==> config.mk <==
export PLATFORM = sky130hd
export DESIGN_NAME = mux_sel_arbiter
export DESIGN_NICKNAME = d
export VERILOG_FILES = /design/src/rtl/mux_sel_arbiter.sv
export SDC_FILE = /design/constraint.sdc
export NUM_CORES = 1
export LEC_CHECK = 0
export CAP_MARGIN = 25
export CORE_UTILIZATION = 49
export DETAILED_ROUTE_END_ITERATION = 8
export PLACE_DENSITY_LB_ADDON = 0.15
export SLEW_MARGIN = 40
export SYNTH_ARGS = -nofsm -noshare
export SYNTH_HDL_FRONTEND = slang
export SYNTH_SLANG_ARGS = --single-unit
==> constraint.sdc <==
create_clock -name clock -period 2.3 [get_ports clock]
set_input_delay 0.46 -clock clock [delete_from_list [all_inputs] [get_ports clock]]
set_output_delay 0.46 -clock clock [all_outputs]
set_load 0.01 [all_outputs]
==> src/rtl/mux_sel_arbiter.sv <==
// Round-robin arbiter that shares a registered 3-input mux among three requesters.
// Drives select/grant, bounds each tenure with a burst counter, and tags the mux output one cycle later.
module mux_sel_arbiter #(
  parameter int unsigned BURST_LEN  = 4,
  parameter int unsigned TURNAROUND = 1
) (
  input  logic       clock,
  input  logic       reset_n,
  input  logic [2:0] req,
  output logic [2:0] grant,
  output logic [1:0] select,
  output logic       busy,
  output logic       out_valid,
  output logic [1:0] out_owner
);

  localparam int unsigned NUM_REQ = 3;
  localparam int unsigned CNT_W   = 4;
  localparam int unsigned OWN_W   = 2;
  localparam logic [CNT_W-1:0] LAST_CNT = CNT_W'(BURST_LEN - 1);
  localparam bit USE_GAP = (TURNAROUND != 0);

  typedef enum logic [1:0] {
    ST_IDLE  = 2'd0,
    ST_GRANT = 2'd1,
    ST_GAP   = 2'd2
  } state_t;

  state_t               state_q, state_d;
  logic [OWN_W-1:0]     last_q, last_d;
  logic [CNT_W-1:0]     count_q, count_d;
  logic [NUM_REQ-1:0]   grant_q, grant_d;
  logic [OWN_W-1:0]     select_q, select_d;
  logic                 busy_q, busy_d;
  logic                 out_valid_q, out_valid_d;
  logic [OWN_W-1:0]     out_owner_q, out_owner_d;

  logic                 win_vld_c;
  logic [OWN_W-1:0]     win_idx_c;
  logic                 owner_req_c;
  logic                 release_c;

  // Rotation: search starts just after the last owner, so the last owner has lowest priority.
  always_comb begin
    win_vld_c = |req;
    win_idx_c = '0;
    case (last_q)
      2'd0: begin
        if (req[1])      win_idx_c = 2'd1;
        else if (req[2]) win_idx_c = 2'd2;
        else             win_idx_c = 2'd0;
      end
      2'd1: begin
        if (req[2])      win_idx_c = 2'd2;
        else if (req[0]) win_idx_c = 2'd0;
        else             win_idx_c = 2'd1;
      end
      default: begin
        if (req[0])      win_idx_c = 2'd0;
        else if (req[1]) win_idx_c = 2'd1;
        else             win_idx_c = 2'd2;
      end
    endcase
  end

  // Owner keeps its request iff its grant bit still sees req; burst ends on the last allowed cycle.
  always_comb begin
    owner_req_c = |(req & grant_q);
    release_c   = !owner_req_c || (count_q == LAST_CNT);
  end

  // Next-state and registered-output logic.
  always_comb begin
    state_d     = state_q;
    last_d      = last_q;
    count_d     = count_q;
    grant_d     = grant_q;
    select_d    = select_q;
    busy_d      = busy_q;
    out_valid_d = busy_q;
    out_owner_d = busy_q ? last_q : out_owner_q;

    case (state_q)
      ST_IDLE, ST_GAP: begin
        if (win_vld_c) begin
          state_d  = ST_GRANT;
          last_d   = win_idx_c;
          count_d  = '0;
          grant_d  = NUM_REQ'(3'b001 << win_idx_c);
          select_d = win_idx_c + 2'd1;
          busy_d   = 1'b1;
        end else begin
          state_d  = ST_IDLE;
          count_d  = '0;
          grant_d  = '0;
          select_d = '0;
          busy_d   = 1'b0;
        end
      end
      ST_GRANT: begin
        if (!release_c) begin
          count_d = count_q + CNT_W'(1);
        end else if (USE_GAP) begin
          state_d  = ST_GAP;
          count_d  = '0;
          grant_d  = '0;
          select_d = '0;
          busy_d   = 1'b0;
        end else if (win_vld_c) begin
          state_d  = ST_GRANT;
          last_d   = win_idx_c;
          count_d  = '0;
          grant_d  = NUM_REQ'(3'b001 << win_idx_c);
          select_d = win_idx_c + 2'd1;
          busy_d   = 1'b1;
        end else begin
          state_d  = ST_IDLE;
          count_d  = '0;
          grant_d  = '0;
          select_d = '0;
          busy_d   = 1'b0;
        end
      end
      default: begin
        state_d  = ST_IDLE;
        count_d  = '0;
        grant_d  = '0;
        select_d = '0;
        busy_d   = 1'b0;
      end
    endcase
  end

  // State and output registers; reset points last owner at 2 so requester 0 wins first.
  always_ff @(posedge clock or negedge reset_n) begin
    if (!reset_n) begin
      state_q     <= ST_IDLE;
      last_q      <= 2'd2;
      count_q     <= '0;
      grant_q     <= '0;
      select_q    <= '0;
      busy_q      <= 1'b0;
      out_valid_q <= 1'b0;
      out_owner_q <= '0;
    end else begin
      state_q     <= state_d;
      last_q      <= last_d;
      count_q     <= count_d;
      grant_q     <= grant_d;
      select_q    <= select_d;
      busy_q      <= busy_d;
      out_valid_q <= out_valid_d;
      out_owner_q <= out_owner_d;
    end
  end

  assign grant     = grant_q;
  assign select    = select_q;
  assign busy      = busy_q;
  assign out_valid = out_valid_q;
  assign out_owner = out_owner_q;

  // Structural invariants of the grant/select outputs.
  a_onehot: assert property (@(posedge clock) disable iff (!reset_n) $onehot0(grant_q));
  a_sel_busy: assert property (@(posedge clock) disable iff (!reset_n) ((select_q != 2'd0) == busy_q));
  a_sel_stable: assert property (@(posedge clock) disable iff (!reset_n)
    (busy_q && state_d == ST_GRANT && count_d != '0) |=> $stable(select_q));

endmodule

Word level (Yosys, flattened, before mapping)
Index checks and enable logic that the tools add are counted.
- register bits after elaboration: 17
- bits of input ports: 5
- word-level logic and storage cells: 46
- add/subtract/negate cells: 2
- eq/ne operators: 5
- shift operators: 1
- multiplexer cells: 21
- bitwise logic cells: 1
- reductions and logical operators: 8
- operator list (kind ; count):
    $mux 2 ; 8
    $pmux 2 s2 ; 3
    $mux 4 ; 2
    $mux 3 ; 2
    $pmux 3 s2 ; 1
    $reduce_or 3->1 ; 2
    $add 4x1->4 const B ; 1
    $eq 2x1->1 const B ; 2
    $eq 4x2->1 const B ; 1
    $logic_not 2->1 ; 2
    $mux 1 ; 4
    $and 3x3->3 ; 1
    $shl 1x2->3 const A ; 1
    $add 2x1->2 const B ; 1
    $eq 2x2->1 const B ; 1
    $ne 2x2->1 const B ; 1
    $pmux 1 s2 ; 1
    $reduce_and 2->1 ; 1
    $reduce_or 2->1 ; 1
    $logic_not 1->1 ; 1
    $logic_or 1x1->1 ; 1

Logic depth before layout (Yosys ltp)
Gate-level depths: netlist of run 1.
- depth in word-level cells: 6
- depth in mapped cells: 5

Worst setup path after synthesis of run 1
Ideal clock, no wire load.
- kind: input -> register
- start point: input port req[2]
- end point: register select_q[1] (netlist: select[1])
- library setup time: 121 ps
- arrival: 1643 ps
- data required time: 2179 ps
- setup slack: 536 ps
- stages on the path: 5
- path buffers: 0
- cells stage by stage: or3b_2 a21oi_1 a31oi_1 ha_1 a22o_1
- word-level cells in the longest chain between the ends: 6
- elaborated cells on any way between the ends: 13
- those cells by class: 1 x add/sub; 1 x eq/ne; 6 x mux; 1 x bitwise; 4 x reduce/logical
- ends and longest elaborated chain (element ; line ; source):
    start, declared ; 9 ; input logic [2:0] req,
    $mux 2 ; 50 ; else if (req[2]) win_idx_c = 2'd2;
    $mux 2 ; 49 ; if (req[1]) win_idx_c = 2'd1;
    $pmux 2 s2 ; 47 ; case (last_q)
    $add 2x1->2 ; -- ;
    $mux 2 ; 85 ; if (win_vld_c) begin
    $pmux 2 s2 ; 83 ; case (state_q)
    end signal, assigned ; 150 ; select_q <= select_d;
    end, declared ; 33 ; logic [OWN_W-1:0] select_q, select_d;
Several ways; a longest one is shown, not always the timed one.
A chain may end at the register's enable or synchronous reset.

Worst setup path after layout of run 1
Ends and elaborated chain as after synthesis.

==> flow_summary.yaml, run 1 <==
run_status:
  status: "completed"
critical_path:
  worstPathMaxFanout: 2
  cpMaxStageDelayCell: "or3b_2"
  arrival_ps: 2150
  timing.critical_path.buf_inv: 1
  cp-end-kind: "register"
  start_kind: "primary input"
  max_stage_delay_ps: 460
  worstSetupPathType: "primary input to register"
  path_delay_family: "compound AO/OA/AOI/OAI gates"
  worstPathCellList: "clkdlybuf4s50_1 > or3b_2 > a21oi_1 > a31oi_1 > ha_1 > a22o_1"
  required_ps: 2480
global_route:
  grt_pass1_wl_um: 2620
  first_global_vias: 585
  grt-ovfl-total: 0
  grt_usage: 0.201
  grt_antenna_before_repair: 0
  grt_max_degree: 18
cells_and_area:
  nNetsFinal: 93
  drive_gt1_frac: 0.205
  num-fill-cells: 106
  areaGrowthSynthToFinish_pct: 24.9
  antennaDiodeCount: 0
placement:
  gp_congestion: 0.866
  hpwl_um: 1110
  port_buffers: 13
timing:
  tns_ps: 0
  max_slew_margin: 0.618
  worst_pin_slew_ps: 573
  maxClockFrequency_ghz: 0.508
  setup_viol: 0
  rsz0062_at_grt: "no"
  final_max_slew_viol_count: 0
  min_period_ps: 1970
  layout_worst_path_cycle_share: 0.856
  clock_skew_ps: 3.28
  hold_violations: 0
floorplanning:
  die_area_mm2: 0.00172
  fp.dieW_um: 41.5
  rows: 13
  io_pins: 14
  die_y_um: 41.5
  core_area_mm2: 0.00137
  initial_utilization: 0.559
clock_network:
  cts.sinks: 17
  holdBufCountCts: 0
  cts_resized: 0
  path_clk_slew_ps: 90
  cts_tree: "done"
  cts-root-buf: "clkbuf_4"
  cts_setup_buffers: 0
  htreeDepth: 1
  cts_buffer_depth: 2
  cts_buffers: 3
  clock_latency_ps: 280
power:
  static-leakage-power_uw: 0.000435
  peakVddDrop_uv: 632
  p_clk_frac: 0.135
  power_frac_seq: 0.459
  switching_share: 0.346
  p_sw_uw: 388
  power_uw: 1120
  p_per_area_mw_per_mm2: 1170
  combPwrFrac: 0.407
  internal_power_uw: 732
synth:
  syn_nets: 73
  synth_cells: 64
  netlist_area_um2: 763
  ys_seq_area_frac: 0.559
  synth_warnings: 0
  synth-seq-cells: 17
  synth.avg_cell_area_um2: 11.9
  ys_types: 31
hold_path:
  hold_path.class: "primary input to async pin"
job:
  max-cap-violations: 0
detailed_routing:
  drc_errors: 0
  drt_pass1_iterations: 4
  num_vias: 563
  detail-route-antenna-nets: 0
  wl_per_cell_um: 15.2
  drt_first_iter_violations: 23
  viasPerCell: 5.74
  routed_wl_um: 1490
-- state kept, by name (all words and copies together), names as in the netlist --
name       flops
grant          3
last_q         2
out_owner      2
busy           1
state_q        2
select         2
out_valid      1
count_q        4
-- kinds of logic after synthesis --
group,Yosys count,synth area share
AOI/OAI and AO/OA,18,0.174
and+or+nand+nor,17,0.130
DFF,17,0.559
buffers and inverters,4,0.0197
adders and majority gates,4,0.0656
xor gates and xnor gates,2,0.0230
muxes,2,0.0295
-- power by group through the flow --
stage | clock network (µW) | logic [µW] | registers, µW
2_1_floorplan | 0 | 237 | 511
3_3_place_gp | 0 | 443 | 510
3_5_place_dp | 0 | 453 | 517
4_1_cts | 158 | 459 | 512
5_1_grt | 170 | 505 | 529
6_report | 151 | 456 | 514
-- cells in the final DEF, fill, tap and decap left out, types with 2 or more instances in the layout --
master / count
mux2_2: 2
clkdlybuf4s50_1: 12
o21a_1: 2
ha_1: 4
clkbuf_4: 3
nor2_1: 6
dfrtp_1: 16
nand2_1: 2
a22o_1: 4
inv_1: 3
buf_4: 3
o21ai_0: 3
-- worst register-to-register path, delay by kind of cell, from the launching register on --
kind	cells	cell delay (ps)
AO/OA/AOI/OAI	3	500
AND/OR/NAND/NOR	1	460
flip-flops	1	430
adder cells (fa/ha/maj)	1	320
-- per-layer routing --
metal	share of wire	track usage	vias to the layer above
li1	-	-	267
met1	0.46	0.274	275
met2	0.46	0.309	19
met3	0.068	0.0696	2
met4	0.0081	0.0516	0
met5	0	0	-
-- per-stage QoR --
| stage | utilization | std cells | area, µm² | worst slack [ps] | hold slack [ps] |
|---|---|---|---|---|---|
| 6_report | 0.698 | 98 | 953 | 330 | 75.8 |
| 5_1_grt | 0.698 | 98 | 953 | 248 | 88.4 |
| 4_1_cts | 0.701 | 98 | 958 | 337 | 476 |
| 3_5_place_dp | 0.681 | 94 | 931 | 11.4 | 461 |
| 3_3_place_gp | 0.681 | 94 | 931 | 90.8 | 443 |
| 2_1_floorplan | - | 64 | 763 | 536 | 164 |
-- final timing paths --
kind / startpoint / endpoint / slack (ps) / cells after the start
max: req[2] / select[1]$_DFFE_PN0P_ / 330 / 6
min: reset_n / grant[2]$_DFFE_PN0P_ / 80 / 1
max reg2reg: last_q[0]$_DFFE_PN0P_ / select[1]$_DFFE_PN0P_ / 490 / 5
min reg2reg: count_q[0]$_DFF_PN0_ / count_q[0]$_DFF_PN0_ / 470 / 1
max in group asynchronous: reset_n / last_q[1]$_DFFE_PN1P_ / 1920 / 1
min in group clock: count_q[0]$_DFF_PN0_ / count_q[0]$_DFF_PN0_ / 470 / 1
-- final cells by class --
type,instances,area [µm²],area share
repair buffers,16,148,0.155
multi-input cells,43,322,0.337
clock inverters,1,5.00,0.00525
well taps,15,18.8,0.0197
clock buffers,3,22.5,0.0236
inverters,3,11.3,0.0118
flip-flops and latches,17,427,0.448
-- cells in the mapped netlist --
library cell,number,area share
a21boi_0,1,0.0098
a21o_2,1,0.011
a21oi_1,1,0.0066
a222oi_1,1,0.013
a22o_1,4,0.046
a31o_2,1,0.011
a31oi_1,1,0.0082
and2_2,1,0.0098
clkbuf_1,1,0.0049
dfrtp_1,16,0.52
dfstp_2,1,0.034
ha_1,4,0.066
inv_1,3,0.015
mux2_2,2,0.030
nand2_1,2,0.0098
nand2b_1,1,0.0082
nand3_1,1,0.0066
nor2_1,6,0.030
nor3_1,1,0.0066
nor3_2,1,0.013
nor3b_1,1,0.0098
o21a_1,2,0.020
o21ai_0,3,0.020
o21ai_1,1,0.0066
o221ai_1,1,0.011
o31ai_1,1,0.0098
or2b_1,1,0.0098
or3_4,1,0.015
or3b_2,1,0.011
xnor2_1,1,0.011
xor2_1,1,0.011
Note: power is estimated with default switching activity, not from simulation.
==> run 2: changes to the inputs <==
--- a/config.mk
+++ b/config.mk
@@ -6,8 +6,9 @@
 export NUM_CORES = 1
 export LEC_CHECK = 0
 export CAP_MARGIN = 25
-export CORE_UTILIZATION = 49
+export CORE_UTILIZATION = 55
 export DETAILED_ROUTE_END_ITERATION = 8
+export DONT_BUFFER_PORTS = 1
 export PLACE_DENSITY_LB_ADDON = 0.15
 export SLEW_MARGIN = 40
 export SYNTH_ARGS = -nofsm -noshare
==> run 2 against run 1 <==
Effect of this change: utilization fell by 7.5 points; register-to-register slack better by 70 ps; power down 13%; sequential share of layout area up 7.9 points; non-clock buffer count decreased by 15; global-route usage grew 1.3 points; clock-buffer cell count unchanged; sequential power is 6.0% higher; first-iteration DRC count is 61% lower; final area shrank 15%; wire length shrank 14%; clock power increased by 5%.
==> flow_summary.yaml, run 2 (same netlist as run 1, synthesis figures left out) <==
detailed_routing:
  detail-route-antenna-nets: 0
  viasPerCell: 5.78
  drt_pass1_iterations: 4
  num_vias: 480
  routed_wl_um: 1290
  wl_per_cell_um: 15.5
  drt_first_iter_violations: 9
  drc_errors: 0
timing:
  layout_worst_path_cycle_share: 0.755
  setup_viol: 0
  worst_pin_slew_ps: 479
  maxClockFrequency_ghz: 0.576
  clock_skew_ps: 0.999
  hold_violations: 0
  rsz0062_at_grt: "no"
  min_period_ps: 1740
  tns_ps: 0
  max_slew_margin: 0.681
  final_max_slew_viol_count: 0
floorplanning:
  core_area_mm2: 0.00130
  fp.dieW_um: 39.3
  die_area_mm2: 0.00154
  initial_utilization: 0.587
  rows: 13
  die_y_um: 39.3
  io_pins: 14
cells_and_area:
  seqCellArea_um2: 427
  areaGrowthSynthToFinish_pct: 6.23
  antennaDiodeCount: 0
  num-fill-cells: 120
  drive_gt1_frac: 0.206
  multi_input_area_um2: 322
  largest_register_ffs: 4
  nNetsFinal: 78
  layout_common_cells: "16 x dfrtp_1, 6 x nor2_1, 4 x a22o_1, 4 x ha_1"
  largest_register: "count_q"
  final_common_cell: "dfrtp_1"
clock_network:
  cts_resized: 0
  cts-root-buf: "clkbuf_4"
  cts_buffers: 3
  path_clk_slew_ps: 100
  htreeDepth: 1
  cts.sinks: 17
  cts_buffer_depth: 2
  clock_latency_ps: 290
  cts_tree: "done"
job:
  max-cap-violations: 0
placement:
  hpwl_um: 918
  gp_congestion: 0.779
  port_buffers: 0
power:
  peakVddDrop_uv: 604
  p_per_area_mw_per_mm2: 1200
  power_uw: 971
  static-leakage-power_uw: 0.000375
critical_path:
  r2r_end: "select[1]$_DFFE_PN0P_"
  reg2reg_setup_slack_ps: 560
  required_ps: 2490
  cp-end-kind: "register"
  worstPathMaxFanout: 4
  worstReg2RegStart: "last_q[0]$_DFFE_PN0P_"
  cpMaxStageDelayCell: "or3b_2"
  worstPathCellList: "or3b_2 > a21oi_1 > a31oi_1 > ha_1 > a22o_1"
  arrival_ps: 1920
  max_stage_delay_ps: 450
  worstSetupPathType: "register to register"
  rr_worst_depth: 5
  start_kind: "register"
hold_path:
  hold_path.class: "primary input to async pin"
global_route:
  grt-ovfl-total: 0
  grt_pass1_wl_um: 2010
  grt_antenna_before_repair: 0
  grt_usage: 0.215
  first_global_vias: 459
  grt_max_degree: 18
run_status:
  status: "completed"
## run 2: where the power goes
| part | switching [µW] | internal (µW) |
|---|---|---|
| Clock | 93.1 | 64.7 |
| Sequential | 133 | 412 |
| Combinational | 129 | 139 |
| Total | 355 | 616 |
## run 2: worst max-delay path by stage
stage                                      from                    end  depth (start not counted)
after floorplan                          req[2]  select[1]$_DFFE_PN0P_                          5
after global placement                   req[2]  select[1]$_DFFE_PN0P_                          5
after detailed placement                 req[2]  select[1]$_DFFE_PN0P_                          5
after CTS                 last_q[0]$_DFFE_PN0P_  select[1]$_DFFE_PN0P_                          5
after global routing      last_q[0]$_DFFE_PN0P_  select[1]$_DFFE_PN0P_                          5
final                     last_q[0]$_DFFE_PN0P_  select[1]$_DFFE_PN0P_                          5
## run 2: metal layers
| metal | global-route usage | routed length [µm] |
|---|---|---|
| met2 | 0.296 | 568 |
| met1 | 0.270 | 618 |
| met3 | 0.0795 | 59 |
| met5 | 0 | 0 |
| met4 | 0.164 | 39 |
## run 2: repair_timing
item | 4_1_cts | 5_1_grt
setup buffers | 0 | 0
hold buffers | 1 | 0
hold endpoints to repair | 17 | 0
## run 2: cell type report
class / instances / share of cell area
clock buffers: 3 / 0.0278
well taps: 15 / 0.0231
multi-input cells: 43 / 0.397
repair buffers: 1 / 0.00617
clock inverters: 1 / 0.00617
flip-flops and latches: 17 / 0.526
inverters: 3 / 0.0139
## run 2: per-stage QoR
| stage | utilization | instance area [µm²] | hold slack, ps | cells | setup slack [ps] |
|---|---|---|---|---|---|
| 2_1_floorplan | - | 763 | 164 | 64 | 536 |
| 3_3_place_gp | 0.598 | 778 | 165 | 78 | 516 |
| 3_5_place_dp | 0.598 | 778 | 165 | 78 | 477 |
| 4_1_cts | 0.627 | 816 | 314 | 83 | 557 |
| 5_1_grt | 0.623 | 811 | 83.4 | 83 | 490 |
| 6_report | 0.623 | 811 | 65.7 | 83 | 563 |
## run 2: worst max-delay path: cells and delay by family (launching register included)
kind	cells	cell delay (ps)
AO/OA/AOI/OAI	3	480
adder cells (fa/ha/maj)	1	310
flip-flops	1	400
AND/OR/NAND/NOR	1	450
==> run 3: changes to the inputs <==
==> constraint.sdc (replaced) <==
create_clock -name clock -period 1.7 [get_ports clock]
set_input_delay 0.34 -clock clock [delete_from_list [all_inputs] [get_ports clock]]
set_output_delay 0.34 -clock clock [all_outputs]
set_load 0.01 [all_outputs]
==> run 3 against run 2 <==
Effect of this change: first-iteration DRC count rose by 56%; sequential cell count did not move; register-to-register slack got worse by 490 ps; non-clock buffer count rose by 2; clock-buffer cell count did not move; maximum frequency rose by 6.5%; clock skew barely moved; sequential power rose by 36%; combinational power rose by 54%.
==> flow_summary.yaml, run 3 (same netlist as run 1, synthesis figures left out) <==
global_route:
  first_global_vias: 478
  grt_usage: 0.218
  grt-ovfl-total: 0
  grt_max_degree: 18
  grt_pass1_wl_um: 2130
  grt_antenna_before_repair: 0
cells_and_area:
  multi_input_area_um2: 325
  largest_register_ffs: 4
  drive_gt1_frac: 0.229
  largest_register: "count_q"
  nNetsFinal: 80
  layout_common_cells: "16 x dfrtp_1, 6 x nor2_1, 4 x a22o_1, 4 x ha_1"
  areaGrowthSynthToFinish_pct: 9.34
  postLayoutCellArea_um2: 835
  num-fill-cells: 108
  seqCellArea_um2: 427
  antennaDiodeCount: 0
  final_common_cell: "dfrtp_1"
  final_core_util: 0.641
placement:
  gp_congestion: 0.782
  placed_cell_area_um2: 786
  hpwl_um: 990
  port_buffers: 0
detailed_routing:
  drt_pass1_iterations: 4
  viasPerCell: 6.14
  num_vias: 522
  detail-route-antenna-nets: 0
  wl_per_cell_um: 16.2
  routed_wl_um: 1370
  drc_errors: 0
  drt_first_iter_violations: 14
timing:
  maxClockFrequency_ghz: 0.613
  layout_worst_path_cycle_share: 0.959
  hold_violations: 0
  max_slew_margin: 0.505
  clock_skew_ps: 1.20
  tns_ps: 0
  final_max_slew_viol_count: 0
  rsz0062_at_grt: "no"
  min_period_ps: 1630
  holdWs_ps: 214
  setup_viol: 0
  worst_pin_slew_ps: 740
clock_network:
  cts_buffer_depth: 2
  clock_latency_ps: 280
  htreeDepth: 1
  cts.sinks: 17
  cts_buffers: 3
  cts_tree: "done"
  path_clk_slew_ps: 100
  cts-root-buf: "clkbuf_4"
floorplanning:
  core_area_mm2: 0.00130
  initial_utilization: 0.587
  rows: 13
  fp.dieW_um: 39.3
  die_y_um: 39.3
  die_area_mm2: 0.00154
  io_pins: 14
power:
  p_per_area_mw_per_mm2: 1620
  p_sw_uw: 496
  peakVddDrop_uv: 761
  p_clk_frac: 0.152
  internal_power_uw: 860
  switching_share: 0.366
  combPwrFrac: 0.302
  static-leakage-power_uw: 0.000385
  power_frac_seq: 0.546
hold_path:
  hold_path.class: "primary input to register"
run_status:
  status: "completed"
critical_path:
  cp-end-kind: "register"
  worstSetupPathType: "register to register"
  worstPathMaxFanout: 3
  required_ps: 1880
  arrival_ps: 1810
  start_kind: "register"
job:
  max-cap-violations: 0
run 3: changes by cell type in the layout (fill, tap and decap cells not counted):
| cell | before | now |
|---|---|---|
| buf_4 | 0 | 2 |
| a21oi_1 | 1 | 0 |
| a21oi_2 | 0 | 1 |
| buf_2 | 1 | 0 |
| dlygate4sd3_1 | 0 | 1 |
run 3: path summary, 6_finish.rpt:
path | startpoint | end | slack [ps] | cells after the start
worst max register to register | last_q[0]$_DFFE_PN0P_ | select[1]$_DFFE_PN0P_ | 70 | 6
worst min-delay path | req[2] | last_q[1]$_DFFE_PN1P_ | 210 | 2
worst max-delay path | last_q[0]$_DFFE_PN0P_ | select[1]$_DFFE_PN0P_ | 70 | 6
worst min register to register | count_q[0]$_DFF_PN0_ | count_q[0]$_DFF_PN0_ | 460 | 1
min in group asynchronous | reset_n | state_q[0]$_DFFE_PN0P_ | 560 | 1
max in group asynchronous | reset_n | busy$_DFFE_PN0P_ | 680 | 1
run 3: through the flow:
stage	worst slack (ps)	std cells	total power, µW
detailed placement	-11.1	79	1130
global placement	32.8	79	1110
finish	69.1	85	1360
global route	8.56	85	1470
CTS	12.8	84	1350
floorplan	56.0	64	1010
run 3: area by class of cell:
type	count	share of cell area
Clock inverter	1	0.00600
Multi-Input combinational cell	43	0.390
Tap cell	15	0.0225
Inverter	3	0.0135
Clock buffer	3	0.0270
Sequential cell	17	0.511
Timing Repair Buffer	3	0.0300
run 3: metal layers:
layer  track usage  up-vias  part of all wire
li1              -      241                 -
met4         0.103        0             0.012
met1         0.267      256              0.44
met3        0.0682        4             0.079
met5             0        -                 0
met2         0.346       21              0.47
run 3: repair_timing:
item / CTS / global route
gates resized for setup: 0 / 1
hold buffers: 1 / 0
hold endpoints to repair: 17 / 0
buffers inserted: 0 / 1
endpoints found under the setup margin: 0 / 1
run 3: critical path, cell delays in order (launching register included):
cell and delay [ps]:
dfrtp_1 380, buf_4 140, or2b_1 270, a21oi_2 170, a31oi_1 80, ha_1 300
a22o_1 190
run 3: power groups by stage:
| stage | clock (µW) | combinational (µW) | sequential (µW) |
|---|---|---|---|
| floorplan | 0 | 321 | 691 |
| global placement | 0 | 371 | 740 |
| detailed placement | 0 | 388 | 745 |
| CTS | 213 | 397 | 739 |
| global route | 233 | 465 | 768 |
| finish | 206 | 410 | 740 |
